$ cat config.mk
export PLATFORM = sky130hd
export DESIGN_NAME = exposure_ctrl_n
export DESIGN_NICKNAME = d
export VERILOG_FILES = /design/src/rtl/exposure_ctrl_n.sv
export SDC_FILE = /design/constraint.sdc
export NUM_CORES = 1
export LEC_CHECK = 0
export BUFFER_PORTS_ARGS = -buffer_cell sky130_fd_sc_hd__buf_4
export CAP_MARGIN = 20
export CORE_AREA = 5 5 57 59
export CTS_CLUSTER_DIAMETER = 60
export DETAILED_ROUTE_END_ITERATION = 8
export DIE_AREA = 0 0 62 64
export PLACE_DENSITY_LB_ADDON = 0.2
export SLEW_MARGIN = 0
export SYNTH_ARGS = -nofsm -noshare
export SYNTH_HDL_FRONTEND = slang
export SYNTH_SLANG_ARGS = --single-unit
$ cat constraint.sdc
create_clock -name Clk -period 1.55 [get_ports Clk]
set_input_delay 0.31 -clock Clk [delete_from_list [all_inputs] [get_ports Clk]]
set_output_delay 0.31 -clock Clk [all_outputs]
set_load 0.05 [all_outputs]
$ cat src/rtl/exposure_ctrl_n.sv
// ---------------------------------------------------------------------------
// exposure_ctrl_n
//   Exposure/readout sequencer for the pixel array. Each frame holds the
//   array in erase, exposes it for a programmable time, then reads it out
//   row by row with one ADC convert strobe per row. Frames start on an Init
//   edge (single shot) or repeat on their own while Cont is high.
//
// Ports
//   Clk          in   system clock, rising edge
//   Reset        in   asynchronous, active-high reset
//   Init         in   start request (rising edge detected internally)
//   Exp_increase in   rising edge: exposure time +1 unit (saturating)
//   Exp_decrease in   rising edge: exposure time -1 unit (saturating)
//   Cont         in   1 = continuous frames, 0 = single shot
//   Erase        out  pixel erase, high while idle
//   Expose       out  high during exposure
//   NRE          out  active-low row read enables, bit r selects row r
//   ADC          out  ADC convert strobe
//   Busy         out  high whenever a frame is in progress
//   Frame_done   out  one-cycle pulse after the last row is read
//   Exp_time     out  current exposure setting in units
// ---------------------------------------------------------------------------
module exposure_ctrl_n #(
    parameter int NROWS          = 2,
    parameter int EXP_W          = 5,
    parameter int EXP_MIN        = 2,
    parameter int EXP_MAX        = 30,
    parameter int EXP_DEFAULT    = 4,
    parameter int TICKS_PER_UNIT = 1
) (
    input  logic             Clk,
    input  logic             Reset,
    input  logic             Init,
    input  logic             Exp_increase,
    input  logic             Exp_decrease,
    input  logic             Cont,
    output logic             Erase,
    output logic             Expose,
    output logic [NROWS-1:0] NRE,
    output logic             ADC,
    output logic             Busy,
    output logic             Frame_done,
    output logic [EXP_W-1:0] Exp_time
);

    // Wide enough for EXP_MAX * TICKS_PER_UNIT, so the load never wraps.
    localparam int CW = EXP_W + $clog2(TICKS_PER_UNIT) + 1;
    localparam int RW = (NROWS > 1) ? $clog2(NROWS) : 1;

    localparam logic [CW-1:0]    TPU_C     = CW'(TICKS_PER_UNIT);
    localparam logic [RW-1:0]    LAST_ROW  = RW'(NROWS - 1);
    localparam logic [EXP_W-1:0] EXP_MIN_C = EXP_W'(EXP_MIN);
    localparam logic [EXP_W-1:0] EXP_MAX_C = EXP_W'(EXP_MAX);
    localparam logic [EXP_W-1:0] EXP_DEF_C = EXP_W'(EXP_DEFAULT);

    typedef enum logic [1:0] {
        IDLE    = 2'd0,
        EXPOSE  = 2'd1,
        READOUT = 2'd2
    } state_t;

    state_t           state, state_n;
    logic [CW-1:0]    cnt, cnt_n;
    logic [RW-1:0]    row, row_n;
    logic [1:0]       phase, phase_n;
    logic [EXP_W-1:0] exp_time, exp_n;
    logic             frame_done, frame_done_n;
    logic             auto_start, auto_start_n;

    logic init_q, inc_q, dec_q;
    logic init_edge, inc_edge, dec_edge;

    // Saturating one-unit step of the exposure setting. Opposing edges in
    // the same cycle cancel.
    function automatic logic [EXP_W-1:0] exp_step(input logic [EXP_W-1:0] cur,
                                                  input logic up,
                                                  input logic dn);
        logic [EXP_W-1:0] res;
        res = cur;
        if (up && !dn) begin
            res = (cur >= EXP_MAX_C) ? EXP_MAX_C : cur + 1'b1;
        end else if (dn && !up) begin
            res = (cur <= EXP_MIN_C) ? EXP_MIN_C : cur - 1'b1;
        end
        return res;
    endfunction

    assign init_edge = Init & ~init_q;
    assign inc_edge  = Exp_increase & ~inc_q;
    assign dec_edge  = Exp_decrease & ~dec_q;

    always_ff @(posedge Clk or posedge Reset) begin
        if (Reset) begin
            state      <= IDLE;
            cnt        <= '0;
            row        <= '0;
            phase      <= '0;
            exp_time   <= EXP_DEF_C;
            frame_done <= 1'b0;
            auto_start <= 1'b0;
            init_q     <= 1'b0;
            inc_q      <= 1'b0;
            dec_q      <= 1'b0;
        end else begin
            state      <= state_n;
            cnt        <= cnt_n;
            row        <= row_n;
            phase      <= phase_n;
            exp_time   <= exp_n;
            frame_done <= frame_done_n;
            auto_start <= auto_start_n;
            init_q     <= Init;
            inc_q      <= Exp_increase;
            dec_q      <= Exp_decrease;
        end
    end

    always_comb begin
        state_n      = state;
        cnt_n        = cnt;
        row_n        = row;
        phase_n      = phase;
        exp_n        = exp_time;
        frame_done_n = 1'b0;
        auto_start_n = auto_start;

        case (state)
            IDLE: begin
                // The setting only moves while idle; the updated value is
                // the one loaded if this same cycle starts a frame.
                exp_n = exp_step(exp_time, inc_edge, dec_edge);
                if (init_edge || auto_start) begin
                    state_n      = EXPOSE;
                    cnt_n        = CW'(exp_n) * TPU_C;
                    auto_start_n = 1'b0;
                end
            end
            EXPOSE: begin
                cnt_n = cnt - 1'b1;
                if (cnt <= CW'(1)) begin
                    state_n = READOUT;
                    row_n   = '0;
                    phase_n = '0;
                end
            end
            READOUT: begin
                if (phase == 2'd2) begin
                    phase_n = '0;
                    if (row == LAST_ROW) begin
                        state_n      = IDLE;
                        frame_done_n = 1'b1;
                        // Cont is captured here; a set flag forces exactly
                        // one idle (erase) cycle before the next exposure.
                        auto_start_n = Cont;
                    end else begin
                        row_n = row + 1'b1;
                    end
                end else begin
                    phase_n = phase + 2'd1;
                end
            end
            default: begin
                state_n = IDLE;
            end
        endcase
    end

    // Outputs decoded from registered state only.
    always_comb begin
        Erase      = (state == IDLE);
        Expose     = (state == EXPOSE);
        Busy       = (state != IDLE);
        ADC        = (state == READOUT) && (phase == 2'd1);
        Frame_done = frame_done;
        Exp_time   = exp_time;
        NRE        = '1;
        for (int r = 0; r < NROWS; r++) begin
            NRE[r] = ~((state == READOUT) && (phase != 2'd2) && (row == RW'(r)));
        end
    end

endmodule

## After elaboration in Yosys (flattened, before gate mapping)

Index checks and enable logic that the tools add are counted.

- Add/subtract/negate cells: 5
- $lt $le $gt $ge: 3
- Equal/unequal tests: 9
- Multiplexer cells: 25
- Bitwise gates (word level): 9
- Reduce and logical (&&, ||, !) cells: 19

Operator list:

| operator | count |
|---|---|
| $mux 5 | 4 |
| $mux 2 | 6 |
| $pmux 6 s2 | 1 |
| $mux 1 | 9 |
| $reduce_and 4->1 | 2 |
| $reduce_bool 2->1 | 4 |
| $le 6x1->1 const B | 1 |
| $logic_and 1x1->1 | 6 |
| $mux 6 | 1 |
| $ne 2x2->1 const B | 3 |
| $not 1->1 | 6 |
| $pmux 2 s3 | 1 |
| $sub 6x1->6 const B | 1 |
| $add 5x1->5 const B | 1 |
| $ge 5x5->1 const B | 1 |
| $le 5x2->1 const B | 1 |
| $sub 5x1->5 const B | 1 |
| $eq 2x1->1 const B | 2 |
| $eq 2x2->1 const B | 2 |
| $ne 2x1->1 const B | 2 |
| $pmux 1 s2 | 2 |
| $pmux 2 s2 | 1 |
| $reduce_and 2->1 | 2 |
| $and 1x1->1 | 3 |
| other kinds (6) | 7 |

- Bits in registers: 21
- Input bits: 6
- Output and inout port bits: 12

## Logic depth before layout (Yosys ltp)

Gate-level depths: netlist of run 1.

- Depth in word-level cells: 8
- Depth in mapped cells: 7
- Depth with buffers taken out: 7

## Worst setup path after synthesis of run 1

OpenSTA, ideal clock, no wires.

- Path kind: register to output
- Start point: register state[0]
- End point: output ADC
- Data arrival time: 1.870 ns
- Path slack: -0.630 ns
- Cell stages (with the launch flop): 4
- Cells stage by stage: dfrtp_1 inv_1 nand2_1 nor3b_1

- Word-level cells in the longest chain between the ends: 2

Ends and longest elaborated chain:

| element | RTL line | text |
|---|---|---|
| start, declared | 62 | `state_t state, state_n;` |
| start signal, assigned | 105 | `state <= state_n;` |
| $eq 2x2->1 | 173 | `ADC = (state == READOUT) && (phase == 2'd1);` |
| $logic_and 1x1->1 | 173 |  |
| end, declared | 40 | `output logic ADC,` |

Every way passes these cells.

## Worst setup path in the final report of run 1

- Start point: register state[1]
- End point: output NRE[0]

- Word-level cells in the longest chain between the ends: 4

Ends and longest elaborated chain:

| element | RTL line | text |
|---|---|---|
| $eq 2x2->1 | 178 | `NRE[r] = ~((state == READOUT) && (phase != 2'd2) && (row == RW'(r)));` |
| $logic_and 1x1->1 (2 in series) | 178 |  |
| $not 1->1 | 178 |  |
| end, declared | 39 | `output logic [NROWS-1:0] NRE,` |

Every way passes these cells.

==> impl_metrics.ini, run 1 <==
[die]
chipHeight_um = 64
floorplan.initialDensity = 0.4793
rows = 19
ioPinCount = 18
core-area_mm2 = 0.002663
design.die.area_mm2 = 0.003968
dieWidth_um = 62

[finish]
area.growth.synth_to_final_pct = 62.94
fill_cells = 168
nets = 211
post-route-cell-area_mm2 = 0.002079
drive_above_1_share = 0.5628
diodes = 0
fin_util = 0.7810

[timing]
max_freq_mhz = 566.9
setup_slack_ns = -0.2139
report.final.hold_viol_count = 10
hold_ws_ns = -0.01015
maxSlewHeadroom = 0.6895
rsz0062_at_grt = true
setup_violations = 16
finalMaxSlewViolations = 0
worst_slew_pin_slew_ns = 0.4653
finalClockSkew_ns = 0.002639
post-route-period-util = 1.138
fin_crit_ns = 1.764

[power_and_ir_drop]
p_clk_frac = 0.303
sw_frac_of_total = 0.2424
pwr-share-seq = 0.610
power.internal_uw = 687.7
total_power_uw = 907.7
p_leak_uw = 0.0009312
combPwrFrac = 0.086
vdd_drop_max_uv = 478.6
powerDensity_mw_per_mm2 = 436.5
p_sw_uw = 220.1

[clocking]
h-tree-depth = 1
cts_tree = yes
cts.sinks = 21
clk_pin_slew_ns = 0.11
cts.path.max_buffers = 2
clkLatencyLatePin_ns = 0.32
cts-root-buf = clkbuf_4
numCtsBuffers = 3

[synth]
avgSynthCellArea_um2 = 9.116
ys_warn_count = 0
syn_area_mm2 = 0.001276
netlist_instances = 140
ys_types = 49
synth_seq_area_share = 0.4127
synthFlopType = dfrtp_1
synth_edf_count = 0
ys_ff_latch = 21
synthesis.nets = 151
synthArstFlopShare = 1.000

[grt]
grt_overflow = 0
grtUsageTotal = 0.2054
antenna_found_initial = 0
grt_start_max_net_pins = 13
grt_pass1_wl_mm = 6.196
met3_usage = 0.02213
grt.busiest_layer = met2
grt_pass1_vias = 1379
use_met2 = 0.3497
grt_util_met1 = 0.2450

[placement]
place_area_mm2 = 0.001663
dpl.hpwl_mm = 2.425
numPortBuffers = 17
place_ws_ns = -0.1221
place.gp.congestion = 0.9022

[critical_path]
cp_cell_sequence = buf_6 -> nand2_4 -> or3_1 -> buf_6
cp.required_ns = 1.24
critPathBufInv = 2
slowest_delay_ns = 0.42
critPathKind = reg2out
worstSetupStartpointType = flop
cp-end-kind = primary output
cpMostUsedCell = buf_6
critPathSlowestCell = dfrtp_1
crit_fanout = 4
cp_top_family = flip-flops
crit_arrival_ns = 1.45

[routing]
wl_mm = 3.770
wl_per_cell_um = 16.39
drc_errors = 0
firstDrtPassIters = 4
drtIter0Drc = 83
antenna_left = 0
viasPerCell = 5.635
vias = 1296

[run_status]
run_status = complete, but fails checks
violations = negative hold slack, negative setup slack

[worst_hold_path]
hp-class = in2async

[run]
cap_violations = 0
==> Yosys cell counts (2+ instances only) <==
library cell	number	area, um^2
dfrtp_1	20	500.5
nand2_1	13	48.80
inv_1	10	37.54
o21ai_0	10	50.05
nor2_1	9	33.78
a21oi_1	5	25.02
ha_1	5	62.56
nand3_1	4	20.02
nand4_1	4	25.02
nor3_1	4	20.02
a31oi_1	3	18.77
nand2b_1	3	18.77
nor2b_1	3	18.77
o211ai_1	3	22.52
or3_1	3	18.77
a21o_1	2	15.01
a31o_1	2	17.52
and3_1	2	12.51
buf_2	2	10.01
clkbuf_1	2	7.510
mux2i_1	2	20.02
nor4_1	2	12.51
==> worst register-to-register path, cell delays in order (launching register included) <==
cell and delay (ns):
dfrtp_2 0.47, inv_2 0.09, ha_4 0.13, o211ai_1 0.12, o211ai_1 0.33, mux2i_2 0.15, o21bai_1 0.19, a21oi_1 0.19
==> cell families (layout without fill, tap and decap cells) <==
group	after synthesis	count (layout)	share of synthesized area
adder cells (fa/ha/maj)	5	5	0.04902
AO/OA/AOI/OAI	38	38	0.2098
buffers and inverters	18	77	0.06471
XOR/XNOR	1	1	0.006864
multiplexers	3	3	0.02451
flip-flops	21	21	0.4127
AND/OR/NAND/NOR	54	54	0.2324
==> metrics by stage <==
step / cells / TNS [ns]
2_1_floorplan: 140 / -1.019
3_3_place_gp: 209 / -0.2884
3_5_place_dp: 209 / -0.5525
4_1_cts: 226 / -1.247
5_1_grt: 230 / -2.648
6_report: 230 / -1.756
==> path summary, 6_finish.rpt <==
check / startpoint / to / slack [ns] / depth (start not counted)
max: state[1] / NRE[0] / -0.21 / 4
min: Reset / cnt[3] / -0.01 / 2
max reg2reg: Exp_time[0] / cnt[1] / -0.20 / 7
min reg2reg: cnt[5] / cnt[5] / 0.55 / 1
max in group asynchronous: Reset / state[0] / 1.04 / 3
min in group Clk: Init / init_q / 0.10 / 1
==> sequential cells by signal (all words and copies together) (netlist names) <==
| signal | cells |
|---|---|
| init_q | 1 |
| state | 2 |
| Exp_time | 5 |
| auto_start | 1 |
| dec_q | 1 |
| row | 1 |
| inc_q | 1 |
| cnt | 6 |
| phase | 2 |
| Frame_done | 1 |
==> layout by cell type, fill, tap and decap left out, drive strengths merged, types with 2 or more instances in the layout <==
| cell | n |
|---|---|
| or3 | 3 |
| nor2 | 9 |
| nor3 | 4 |
| a31oi | 3 |
| o21ai | 11 |
| a21oi | 5 |
| and3 | 2 |
| a21o | 2 |
| ha | 5 |
| a31o | 2 |
| a22o | 2 |
| nand3 | 4 |
| clkbuf | 4 |
| buf | 62 |
| o211ai | 3 |
| nand4 | 4 |
| nor4 | 2 |
| nand2b | 4 |
| mux2i | 2 |
| dfrtp | 20 |
| nand2 | 13 |
| inv | 11 |
| nor2b | 3 |
==> power groups by stage <==
stage | clock, uW | sequential, uW | combinational, uW
3_3_place_gp | 0 | 563 | 62.4
6_report | 275 | 554 | 78.5
2_1_floorplan | 0 | 563 | 34.4
3_5_place_dp | 0 | 564 | 63.6
4_1_cts | 278 | 553 | 72.3
5_1_grt | 309 | 555 | 87.0
==> layout make-up <==
| cell class | instances | area (um^2) | area share |
|---|---|---|---|
| clock buffer | 4 | 26.28 | 0.01264 |
| timing repair buffer | 62 | 566.8 | 0.2726 |
| multi-input combinational | 101 | 869.6 | 0.4182 |
| sequential | 21 | 534.3 | 0.2569 |
| inverter | 11 | 43.79 | 0.02106 |
| tap | 31 | 38.79 | 0.01865 |
==> routing by layer <==
metal	part of all wire	routed length, um
met1	0.39	1473
met2	0.55	2057
met3	0.031	118
met4	0.032	121
met5	0	0
==> repair_timing <==
item,in CTS,in global routing
setup buffers,14,7
gates resized for setup,45,22
endpoints found under the hold margin,0,0
pin swaps,21,16
hold buffers,0,0
setup endpoints to repair,13,22
(Power assumes the default switching activity.)
==> inputs of run 2 (changes only) <==
--- a/config.mk
+++ b/config.mk
@@ -12,6 +12,7 @@
 export DETAILED_ROUTE_END_ITERATION = 8
 export DIE_AREA = 0 0 62 64
 export PLACE_DENSITY_LB_ADDON = 0.2
+export SKIP_CTS_REPAIR_TIMING = 1
 export SLEW_MARGIN = 0
 export SYNTH_ARGS = -nofsm -noshare
 export SYNTH_HDL_FRONTEND = slang
==> run 2 against run 1 <==
The flow still finishes with violations (negative hold slack, negative setup slack). Sequential power about the same. Final area down 1.8%. Clock skew up 0.00098 ns. Sequential share of layout area up 0.47 points. Total power down 1.4%. Wire length down 4.5%. Clock power down 2%. Critical path depth up 3. Clock-buffer cell count unchanged. Die area unchanged. Cell count unchanged. Setup slack better by 0.0041 ns. Critical endpoint is now cnt[1]. Largest cell class unchanged.
==> impl_metrics.ini, run 2 (synthesis gave the netlist of run 1 again) <==
[critical_path]
ff2ff_path_depth = 7
cp.required_ns = 1.78
critPathKind = reg2reg
crit_fanout = 3
worstReg2RegEnd = cnt[1]
r2r_slack_ns = -0.21
r2r-start = Exp_time[0]
cp-end-kind = flop
worstSetupStartpointType = flop
setup.worst_path.end = cnt[1]
crit_arrival_ns = 1.99
critPathLaunch = Exp_time[0]

[clocking]
clkLatencyLatePin_ns = 0.31
h-tree-depth = 1
cts.sinks = 21
cts-root-buf = clkbuf_4
cts_tree = yes
clk_pin_slew_ns = 0.11
numCtsBuffers = 3
cts.path.max_buffers = 2

[finish]
fill_cells = 180
diodes = 0
final_cell_mix = buf_4, dfrtp_1, nand2_1
fin_util = 0.7669
final_common_cell = buf_4
regMostFlops = cnt
drive_above_1_share = 0.5427
area.growth.synth_to_final_pct = 60.00
nets = 211
largest_register_ffs = 6

[run]
cap_violations = 0

[routing]
antenna_left = 0
viasPerCell = 5.722
drtIter0Drc = 81
firstDrtPassIters = 4
wl_mm = 3.602
vias = 1316
drc_errors = 0
wl_per_cell_um = 15.66

[power_and_ir_drop]
p_leak_uw = 0.0009267
powerDensity_mw_per_mm2 = 438.4
vdd_drop_max_uv = 419.4

[timing]
fin_crit_ns = 1.760
setup_violations = 17
maxSlewHeadroom = 0.6857
finalClockSkew_ns = 0.003616
finalMaxSlewViolations = 0
rsz0062_at_grt = true
post-route-period-util = 1.135
max_freq_mhz = 568.3
setup_slack_ns = -0.2097
worst_slew_pin_slew_ns = 0.4710
report.final.hold_viol_count = 10
hold_ws_ns = -0.003831

[placement]
place_ws_ns = -0.1221
dpl.hpwl_mm = 2.425
numPortBuffers = 17
place.gp.congestion = 0.9022

[die]
design.die.area_mm2 = 0.003968
core-area_mm2 = 0.002663
dieWidth_um = 62
chipHeight_um = 64
ioPinCount = 18
floorplan.initialDensity = 0.4793
rows = 19

[grt]
grt_pass1_vias = 1243
grtUsageTotal = 0.1763
grt_start_max_net_pins = 13
grt_overflow = 0
antenna_found_initial = 0
grt_pass1_wl_mm = 5.375

[run_status]
violations = negative hold slack, negative setup slack
run_status = complete, but fails checks

[worst_hold_path]
hp-class = in2async
[run 2: cell counts in the layout (fill, tap and decap cells not counted)]
Identical to the previous run, type by type.
[run 2: worst min path at each step]
stage	startpoint	end	slack [ns]	depth (start not counted)
6_report	Reset	cnt[3]	-0.004	2
5_1_grt	Reset	dec_q	0.05	2
4_1_cts	Reset	cnt[2]	0.002	2
3_5_place_dp	Reset	dec_q	0.35	2
3_3_place_gp	Reset	dec_q	0.35	2
2_1_floorplan	Reset	Frame_done	0.29	1
[run 2: cell type report]
| class | count | area [um^2] | share of cell area |
|---|---|---|---|
| Multi-Input combinational cell | 101 | 843.3 | 0.4130 |
| Timing Repair Buffer | 62 | 555.5 | 0.2721 |
| Sequential cell | 21 | 534.3 | 0.2616 |
| Inverter | 11 | 43.79 | 0.02145 |
| Tap cell | 31 | 38.79 | 0.01900 |
| Clock buffer | 4 | 26.28 | 0.01287 |
[run 2: per-layer routing]
| metal | share of wire | wire length [um] | global-route usage |
|---|---|---|---|
| met1 | 0.39 | 1398 | 0.2196 |
| met2 | 0.54 | 1955 | 0.2863 |
| met5 | 0 | 0 | 0 |
| met3 | 0.044 | 159 | 0.02012 |
| met4 | 0.025 | 90 | 0.09814 |
[run 2: report_power, final]
part | internal, uW | total, uW | switching, uW
clock | 101 | 269 | 168
sequential | 552 | 553 | 1.83
combinational | 33.5 | 73.2 | 39.6
total | 686 | 895 | 209
[run 2: metrics by stage]
stage | hold slack [ns] | area, um^2 | total power (uW) | TNS, ns | std cells
after global routing | 0.05126 | 2042 | 939.2 | -2.901 | 230
after CTS | 0.001867 | 1689 | 894.6 | -1.869 | 213
after detailed placement | 0.3532 | 1663 | 627.3 | -0.5525 | 209
final | -0.003831 | 2042 | 895.2 | -1.738 | 230
after global placement | 0.3465 | 1663 | 625.9 | -0.2884 | 209
after floorplan | 0.2855 | 1309 | 597.7 | -1.019 | 140
[run 2: critical path, stage by stage (launching register included)]
cell,delay (ns)
dfrtp_2,0.46
inv_2,0.09
ha_4,0.13
o211ai_1,0.12
o211ai_1,0.31
mux2i_1,0.16
o21bai_1,0.19
a21oi_1,0.20
